$ cat config.mk
export PLATFORM = sky130hd
export DESIGN_NAME = seg7_capture
export DESIGN_NICKNAME = d
export VERILOG_FILES = /design/src/rtl/seg7_capture.sv
export SDC_FILE = /design/constraint.sdc
export NUM_CORES = 1
export LEC_CHECK = 0
export BUFFER_PORTS_ARGS = -buffer_cell sky130_fd_sc_hd__buf_2
export CAP_MARGIN = 20
export CORE_ASPECT_RATIO = 0.9
export CORE_MARGIN = 3
export CORE_UTILIZATION = 53
export DETAILED_ROUTE_END_ITERATION = 8
export MAX_ROUTING_LAYER = met4
export PLACE_DENSITY = 0.73
export SLEW_MARGIN = 0
export SYNTH_ARGS = -nofsm -noshare
export SYNTH_HDL_FRONTEND = slang
export SYNTH_SLANG_ARGS = --single-unit
$ cat constraint.sdc
create_clock -name clock -period 3.8 [get_ports clock]
set_input_delay 0.19 -clock clock [delete_from_list [all_inputs] [get_ports clock]]
set_output_delay 0.19 -clock clock [all_outputs]
set_load 0.02 [all_outputs]
$ cat src/rtl/seg7_capture.sv
// Receive side of a 4-digit multiplexed 7-segment bus: synchronises an/seg, waits for each
// dwell to settle, decodes the pattern back to a nibble and assembles four digits into a frame.
module seg7_capture #(
  parameter int unsigned STABLE_CYCLES = 4,
  parameter int unsigned TIMEOUT_BITS  = 20
) (
  input  logic        clock,
  input  logic        Reset_n,
  input  logic [3:0]  an,
  input  logic [6:0]  seg,
  output logic [15:0] digits,
  output logic [3:0]  digit_valid,
  output logic [3:0]  blank,
  output logic        frame_valid,
  output logic        decode_err,
  output logic        stale
);

  localparam int unsigned STAB_W = (STABLE_CYCLES > 1) ? $clog2(STABLE_CYCLES) : 1;
  localparam logic [STAB_W-1:0]       STAB_LAST = STAB_W'(STABLE_CYCLES - 1);
  localparam logic [STAB_W-1:0]       STAB_ONE  = 1;
  localparam logic [TIMEOUT_BITS-1:0] WDOG_ONE  = 1;

  typedef enum logic [1:0] {S_IDLE, S_SETTLE, S_HELD} state_t;

  state_t                  state_q, state_d;
  logic [3:0]              an_meta_q, an_sync_q, an_prev_q;
  logic [6:0]              seg_meta_q, seg_sync_q, seg_prev_q;
  logic [STAB_W-1:0]       stab_q, stab_d;
  logic [3:0]              seen_q, seen_d;
  logic [TIMEOUT_BITS-1:0] wdog_q, wdog_d;
  logic [15:0]             digits_q, digits_d;
  logic [3:0]              dv_q, dv_d;
  logic [3:0]              blank_q, blank_d;
  logic                    fv_q, fv_d;
  logic                    err_q, err_d;
  logic                    stale_q, stale_d;

  logic       active_now, col_now, col_prev, same, capture;
  logic [1:0] k;
  logic [4:0] dec;
  logic [3:0] seen_next;

  function automatic logic [2:0] low_count(input logic [3:0] a);
    return 3'(!a[0]) + 3'(!a[1]) + 3'(!a[2]) + 3'(!a[3]);
  endfunction

  function automatic logic [1:0] low_index(input logic [3:0] a);
    logic [1:0] idx;
    idx = '0;
    for (int unsigned i = 0; i < 4; i++) begin
      if (!a[i]) idx = 2'(i);
    end
    return idx;
  endfunction

  // {legal, value}; active-low gfedcba
  function automatic logic [4:0] decode_seg(input logic [6:0] s);
    case (s)
      7'h40: return {1'b1, 4'h0};
      7'h79: return {1'b1, 4'h1};
      7'h24: return {1'b1, 4'h2};
      7'h30: return {1'b1, 4'h3};
      7'h19: return {1'b1, 4'h4};
      7'h12: return {1'b1, 4'h5};
      7'h02: return {1'b1, 4'h6};
      7'h78: return {1'b1, 4'h7};
      7'h00: return {1'b1, 4'h8};
      7'h10: return {1'b1, 4'h9};
      7'h08: return {1'b1, 4'hA};
      7'h03: return {1'b1, 4'hB};
      7'h46: return {1'b1, 4'hC};
      7'h21: return {1'b1, 4'hD};
      7'h06: return {1'b1, 4'hE};
      7'h0E: return {1'b1, 4'hF};
      default: return 5'b0;
    endcase
  endfunction

  assign active_now = (low_count(an_sync_q) == 3'd1);
  assign col_now    = (low_count(an_sync_q) > 3'd1);
  assign col_prev   = (low_count(an_prev_q) > 3'd1);
  assign same       = ({an_sync_q, seg_sync_q} == {an_prev_q, seg_prev_q});
  assign k          = low_index(an_sync_q);
  assign dec        = decode_seg(seg_sync_q);

  always_comb begin
    state_d   = state_q;
    stab_d    = stab_q;
    seen_d    = seen_q;
    digits_d  = digits_q;
    dv_d      = dv_q;
    blank_d   = blank_q;
    fv_d      = 1'b0;
    // one error pulse per collision episode, not one per cycle
    err_d     = col_now & ~col_prev;
    capture   = 1'b0;
    seen_next = seen_q;

    case (state_q)
      S_IDLE: begin
        if (active_now) begin
          state_d = S_SETTLE;
          stab_d  = '0;
        end
      end
      S_SETTLE: begin
        if (!active_now) begin
          state_d = S_IDLE;
        end else if (!same) begin
          stab_d = '0;
        end else if (stab_q == STAB_LAST) begin
          capture = 1'b1;
          state_d = S_HELD;
        end else begin
          stab_d = stab_q + STAB_ONE;
        end
      end
      S_HELD: begin
        if (!active_now) begin
          state_d = S_IDLE;
        end else if (!same) begin
          state_d = S_SETTLE;
          stab_d  = '0;
        end
      end
      default: state_d = S_IDLE;
    endcase

    if (capture) wdog_d = '0;
    else if (wdog_q != '1) wdog_d = wdog_q + WDOG_ONE;
    else wdog_d = wdog_q;

    if (capture) begin
      if (dec[4]) begin
        digits_d[{k, 2'b00} +: 4] = dec[3:0];
        dv_d[k]    = 1'b1;
        blank_d[k] = 1'b0;
      end else if (seg_sync_q == 7'h7F) begin
        digits_d[{k, 2'b00} +: 4] = 4'h0;
        dv_d[k]    = 1'b1;
        blank_d[k] = 1'b1;
      end else begin
        dv_d[k]    = 1'b0;
        blank_d[k] = 1'b0;
        err_d      = 1'b1;
      end
      seen_next = seen_q | (4'b0001 << k);
      if (seen_next == 4'hF) begin
        fv_d   = 1'b1;
        seen_d = '0;
      end else begin
        seen_d = seen_next;
      end
    end else if (wdog_d == '1) begin
      dv_d   = '0;
      seen_d = '0;
    end

    stale_d = (wdog_d == '1);
  end

  always_ff @(posedge clock or negedge Reset_n) begin
    if (!Reset_n) begin
      an_meta_q  <= 4'hF;
      an_sync_q  <= 4'hF;
      an_prev_q  <= 4'hF;
      seg_meta_q <= 7'h7F;
      seg_sync_q <= 7'h7F;
      seg_prev_q <= 7'h7F;
      state_q    <= S_IDLE;
      stab_q     <= '0;
      seen_q     <= '0;
      wdog_q     <= '0;
      digits_q   <= '0;
      dv_q       <= '0;
      blank_q    <= '0;
      fv_q       <= 1'b0;
      err_q      <= 1'b0;
      stale_q    <= 1'b0;
    end else begin
      an_meta_q  <= an;
      an_sync_q  <= an_meta_q;
      an_prev_q  <= an_sync_q;
      seg_meta_q <= seg;
      seg_sync_q <= seg_meta_q;
      seg_prev_q <= seg_sync_q;
      state_q    <= state_d;
      stab_q     <= stab_d;
      seen_q     <= seen_d;
      wdog_q     <= wdog_d;
      digits_q   <= digits_d;
      dv_q       <= dv_d;
      blank_q    <= blank_d;
      fv_q       <= fv_d;
      err_q      <= err_d;
      stale_q    <= stale_d;
    end
  end

  assign digits      = digits_q;
  assign digit_valid = dv_q;
  assign blank       = blank_q;
  assign frame_valid = fv_q;
  assign decode_err  = err_q;
  assign stale       = stale_q;

endmodule

Word-level counts from Yosys, hierarchy flattened

Index checks and enable logic that the tools add are counted.

Register bits after elaboration: 88
Latch bits: 0
Memory bits (writable): 0
Memory bits (read-only): 0
Output and inout bits: 27
Logic and storage cells: 133
Memories: 0

Add/subtract/negate cells: 9
Multiply operators: 0
Divide/modulo/power cells: 0
$lt $le $gt $ge: 4
Eq/ne operators: 32
Shifts and indexed selects: 4
Mux-type cells: 43
Bitwise logic cells: 8
Reduce and logical (&&, ||, !) cells: 17

Operator list:

| cell                    | count |
|---|---|
| $pmux 5 s16             | 1 |
| $mux 20                 | 2 |
| $eq 7x7->1 const B      | 5 |
| $bwmux 16               | 2 |
| $mux 16                 | 2 |
| $mux 4                  | 8 |
| $mux 2                  | 14 |
| $eq 7x5->1 const B      | 3 |
| $eq 7x6->1 const B      | 3 |
| $add 20x1->20 const B   | 1 |
| $eq 20x20->1 const B    | 1 |
| $ne 20x20->1 const B    | 1 |
| $shift 4x6->16 const A  | 1 |
| $shiftx 4x6->16         | 1 |
| $shiftx 4x6->16 const A | 1 |
| $eq 7x2->1 const B      | 2 |
| $eq 7x4->1 const B      | 2 |
| $ne 3x3->1 const B      | 4 |
| $or 4x4->4              | 3 |
| $pmux 2 s3              | 2 |
| $eq 11x11->1            | 1 |
| $mux 1                  | 11 |
| $and 4x4->4             | 2 |
| $logic_not 1->1         | 8 |
| other kinds (27)        | 36 |

Depth between registers and ports, before layout

Depth after elaboration: 12
Mapped depth: 12
Mapped depth without buffers: 12

Least setup slack after synthesis

No wires, ideal clock.

Path kind: reg-to-reg
From: register an_sync_q[3]
To: register digits_q[4], in the netlist digits[4]
Data arrival time: 3.341 ns
Required time: 3.675 ns
Setup slack: 0.334 ns
Cell stages (with the launch flop): 12
Buffers on the path: 0
Cells stage by stage: dfstp_2 fa_1 inv_1 ha_1 inv_1 ha_1 nor3b_1 nand4b_1 nor4_1 nand4_1 nor2_1 mux2_2

Word-level cells in the longest chain between the ends: 6

RTL lines:

| what                                               | line         | RTL |
|---|---|---|
| start, declared                                    | 27           | `logic [3:0] an_meta_q, an_sync_q, an_prev_q;` |
| start signal, assigned                             | 183          | `an_sync_q <= an_meta_q;` |
| $mux 2 / $logic_not 1->1 (equally long branches)   | -            |  |
| $neg 4->6 / $add 3x1->3 (equally long branches)    | 136, 140, 45 |  |
| $shiftx 4x6->16 (tied with other cells)            | 140          | `digits_d[{k, 2'b00} +: 4] = 4'h0;` |
| $bwmux 16 / $mux 1 (equally long branches)         | 140, 108     |  |
| $mux 16 / $mux 1 (equally long branches)           | 139, 100     |  |
| $mux 16 / $reduce_and 2->1 (equally long branches) | -            |  |
| end signal, assigned                               | 192          | `digits_q <= digits_d;` |
| end, declared                                      | 32           | `logic [15:0] digits_q, digits_d;` |

Several ways; a longest one is shown, not always the timed one. The select of a mux whose other input is x is not followed.
A chain may end at the register's enable or synchronous reset.

Worst setup path in the final report

From: register an_sync_q[1]
To: register seen_q[1]

Word-level cells in the longest chain between the ends: 10

RTL lines:

| what                                   | line | RTL |
|---|---|---|
| $logic_not 1->1                        | -    |  |
| $add 1x1->2                            | 45   | `return 3'(!a[0]) + 3'(!a[1]) + 3'(!a[2]) + 3'(!a[3]);` |
| $add 2x1->3                            | 45   |  |
| $add 3x1->3                            | 45   |  |
| $eq 3x1->1                             | 80   | `assign active_now = (low_count(an_sync_q) == 3'd1);` |
| $mux 1 (*)                             | 108  | `if (!active_now) begin` |
| $mux 1 (*)                             | 100  | `case (state_q)` |
| $mux 20 (*)                            | 130  | `if (capture) wdog_d = '0;` |
| $eq 20x20->1 (*)                       | -    |  |
| via stale_d                            | 37   | `logic stale_q, stale_d;` |
| $reduce_bool 2->1 (no source line) (*) | -    |  |
| end signal, assigned                   | 190  | `seen_q <= seen_d;` |
| end, declared                          | 30   | `logic [3:0] seen_q, seen_d;` |

The timed path passes the listed nets; every way through them passes the cells marked *.

==> summary.txt <==
Worst setup path
  • Critical path launch point type: flop
  • Crit-path max FO: 9
  • Worst path slowest cell: dfstp_2
  • Crit path DAT: about 3.8 ns
  • CP Capture Type: flop
  • Worst path max stage delay: 0.61 ns
  • Critical path type: reg2reg
  • Critical-path cell list: fa_1 -> inv_1 -> ha_1 -> inv_1 -> ha_1 -> nor3b_1 -> nand4b_1 -> nor4_2 -> or4_1 -> or4_4 -> nor4_4 -> a211oi_1
  • Cell family with most CP delay: simple AND/OR/NAND/NOR gates
  • Buffers & Inverters on Critical Path: 2
  • Worst EP required: about 4.0 ns

Finish
  • Layout cells sized above 1: 0.282
  • Fillers: between 500 and 600
  • Inserted Diodes: 0
  • Core Util, Final: 0.642
  • Layout area overhead: 14.5%
  • Final nets: roughly 450

Yosys
  • Seq/Total Area, Yosys: 0.551
  • Syn Inst Count: 374
  • Unique masters post-synth: 57
  • Share of the synthesized area in the top cell type: 0.338
  • Yosys warning total: 0
  • Dominant cells by area after synthesis: dfrtp_1 (34%), dfstp_2 (21%), mux2_2 (3.6%)
  • Post-synth top flop: dfrtp_1
  • Number of synthesized flops with an enable pin: 0
  • Syn_nets: a little under 400
  • Post-synthesis register bit count: a little under 90
  • Cell Area, Synth: 0.00407 sq mm
  • FFs w/ async S/R, synth: 1.00
  • Synth area leader: dfrtp_1
  • Syn Area/Cell: around 11 sq um

Min path
  • HP Class: reg2reg

Timing
  • Fmax: approximately 0.28 GHz
  • Final setup viols: 0
  • RSZ-0062 raised after global routing: false
  • Final hold vios: 0
  • Setup TNS: 0 ns
  • Final Cycle Share: 0.953
  • Worst Tran Pin Value: roughly 1.1 ns
  • Max Transition Viols Final: 0
  • Slew HR: 0.290
  • Hold Slack: about 0.36 ns
  • Max Clock Skew: ~0.009 ns
  • Crit path time final: ~3.6 ns

Floorplanning
  • Starting Density: 0.561
  • FP Rows: 29
  • Die Area: 0.00877 sq mm
  • Core Area: around 0.0073 sq mm
  • Die Height: between 80 and 90 um
  • Die width: 98.4 um
  • Total I/O pin count: 40

Routing
  • Starting DRC count in detailed routing: roughly 230
  • Avg WL per Cell: ~17 um
  • Residual DRC: 0
  • 1st-pass router iterations: 4
  • WL final: about 8900 um
  • Via count: slightly above 3000
  • Vias per inst: between 5 and 6
  • Routed Antenna Nets: 0

CTS
  • H-Tree Level Count: 3
  • CTS Root Cell: clkbuf_8
  • Clock latency at the later pin of the worst-skew pair: about 0.35 ns
  • Max Buffers Root-to-Sink: 2
  • Num CTS Buffers: 9
  • Buffer count from post-CTS setup fixing: 0
  • CTS sink cnt: 88
  • CTS clk-pin slew, worst paths: 0.08 ns
  • CTS tree: built

Global routing
  • Largest net degree at the start of global routing: 64
  • Initial antenna violation count: 0
  • Global-route wire length before repair: about 15000 um
  • Gr usage total: 0.223
  • Grt total ovfl: 0
  • Vias in the first global route: around 3000

Pwr
  • Leak: roughly 2.1 nW
  • Peak supply drop: 322 uV
  • Power Dens Cells: ~360 mW/mm^2
  • Final total power: roughly 1.7 mW

Status
  • Status: complete, no violations

Placed design
  • Dpl hpwl: about 6300 um
  • Port Buf Inserts: 39
  • Routability cong.: just under 0.9

Job
  • Max_cap viols: 0
[cells in the mapped netlist (all sizes together), types with 2 or more instances]
cell type,instances
nand4,15
or4,4
nor3b,2
o22ai,3
nor4,12
a22o,3
a21oi,13
clkbuf,10
o21ai,9
a21o,3
o31ai,2
fa,2
nor2,32
nand3,15
mux2i,5
buf,4
nand2,31
mux2,13
inv,14
nand3b,5
dfrtp,55
xor2,5
nand2b,4
dfstp,33
and3b,2
nor3,12
or2,9
o211ai,4
xnor2,15
ha,5
o21a,3
and3,5
a31oi,4
a211oi,5
[path summary, 6_finish.rpt]
kind,cells after the start,slack [ns],endpoint,from
max,12,0.18,seen_q[1],an_sync_q[1]
min,0,0.36,an_sync_q[1],an_meta_q[1]
max reg2reg,12,0.18,seen_q[1],an_sync_q[1]
min reg2reg,0,0.36,an_sync_q[1],an_meta_q[1]
max in group asynchronous,3,2.45,seg_prev_q[0],Reset_n
min in group asynchronous,2,0.45,wdog_q[12],Reset_n
[through the flow]
step           std cells  cell area [sq um]  setup WS [ns]
6_report             525               4660          0.177
4_1_cts              525               4660          0.170
5_1_grt              525               4660        0.00757
3_3_place_gp         497               4370          0.275
3_5_place_dp         497               4370          0.187
2_1_floorplan        374               4070          0.334
[repair_timing]
action,in CTS,in global routing
hold buffers,12,0
gates resized for setup,0,1
setup endpoints to repair,0,4
endpoints found under the hold margin,61,0
[final cells by class]
| cell class | count | area, sq um | share of cell area |
|---|---|---|---|
| inverters | 14 | 52.6 | 0.0113 |
| clock inverters | 2 | 15.0 | 0.00322 |
| well taps | 93 | 116 | 0.0250 |
| clock buffers | 14 | 153 | 0.0328 |
| multi-input cells | 258 | 1730 | 0.370 |
| repair buffers | 56 | 355 | 0.0762 |
| flip-flops and latches | 88 | 2240 | 0.481 |
[layer usage]
| metal | GRT usage | vias to the layer above | wire, um |
|---|---|---|---|
| met3 | 0.0406 | 11 | 479 |
| met1 | 0.322 | 1518 | 4380 |
| met4 | 0.0757 | 0 | 136 |
| met2 | 0.322 | 124 | 3920 |
| li1 | - | 1438 | - |
| met5 | - | - | 0 |
[where the power goes]
| part | internal [mW] | switching (mW) |
|---|---|---|
| registers | 0.972 | 0.0261 |
| clock network | 0.259 | 0.311 |
| logic | 0.0412 | 0.0553 |
| total | 1.27 | 0.392 |
[cells by family after synthesis]
group	count (synthesis)	share of synthesized area
and+or+nand+nor	154	0.207
DFF	88	0.551
AOI/OAI and AO/OA	58	0.0956
buffers and inverters	28	0.0268
xor gates and xnor gates	20	0.0431
muxes	18	0.0483
adders and majority gates	8	0.0277
[registers in the layout, summed over array words and instances (netlist names), named ones only]
register,flops
digit_valid,4
frame_valid,1
seg_sync_q,7
decode_err,1
digits,16
stab_q,2
an_prev_q,4
an_meta_q,4
seg_meta_q,7
state_q,2
stale,1
seg_prev_q,7
seen_q,4
an_sync_q,4
wdog_q,20
[placed cells by master (no fill, tap or decap), types with 6 or more instances in the layout]
| cell | synthesis | final |
|---|---|---|
| a21oi_1 | 13 | 13 |
| buf_2 | 3 | 38 |
| buf_4 | 0 | 6 |
| clkbuf_8 | 0 | 10 |
| dfrtp_1 | 55 | 55 |
| dfstp_2 | 33 | 33 |
| dlygate4sd3_1 | 0 | 12 |
| inv_1 | 14 | 14 |
| mux2_2 | 13 | 13 |
| nand2_1 | 31 | 31 |
| nand3_1 | 14 | 14 |
| nand4_1 | 15 | 15 |
| nor2_1 | 32 | 31 |
| nor3_1 | 12 | 12 |
| nor4_1 | 10 | 9 |
| o21ai_0 | 9 | 9 |
| or2_2 | 9 | 9 |
| xnor2_1 | 15 | 15 |
No activity file was read; power rests on OpenSTA's default activity.
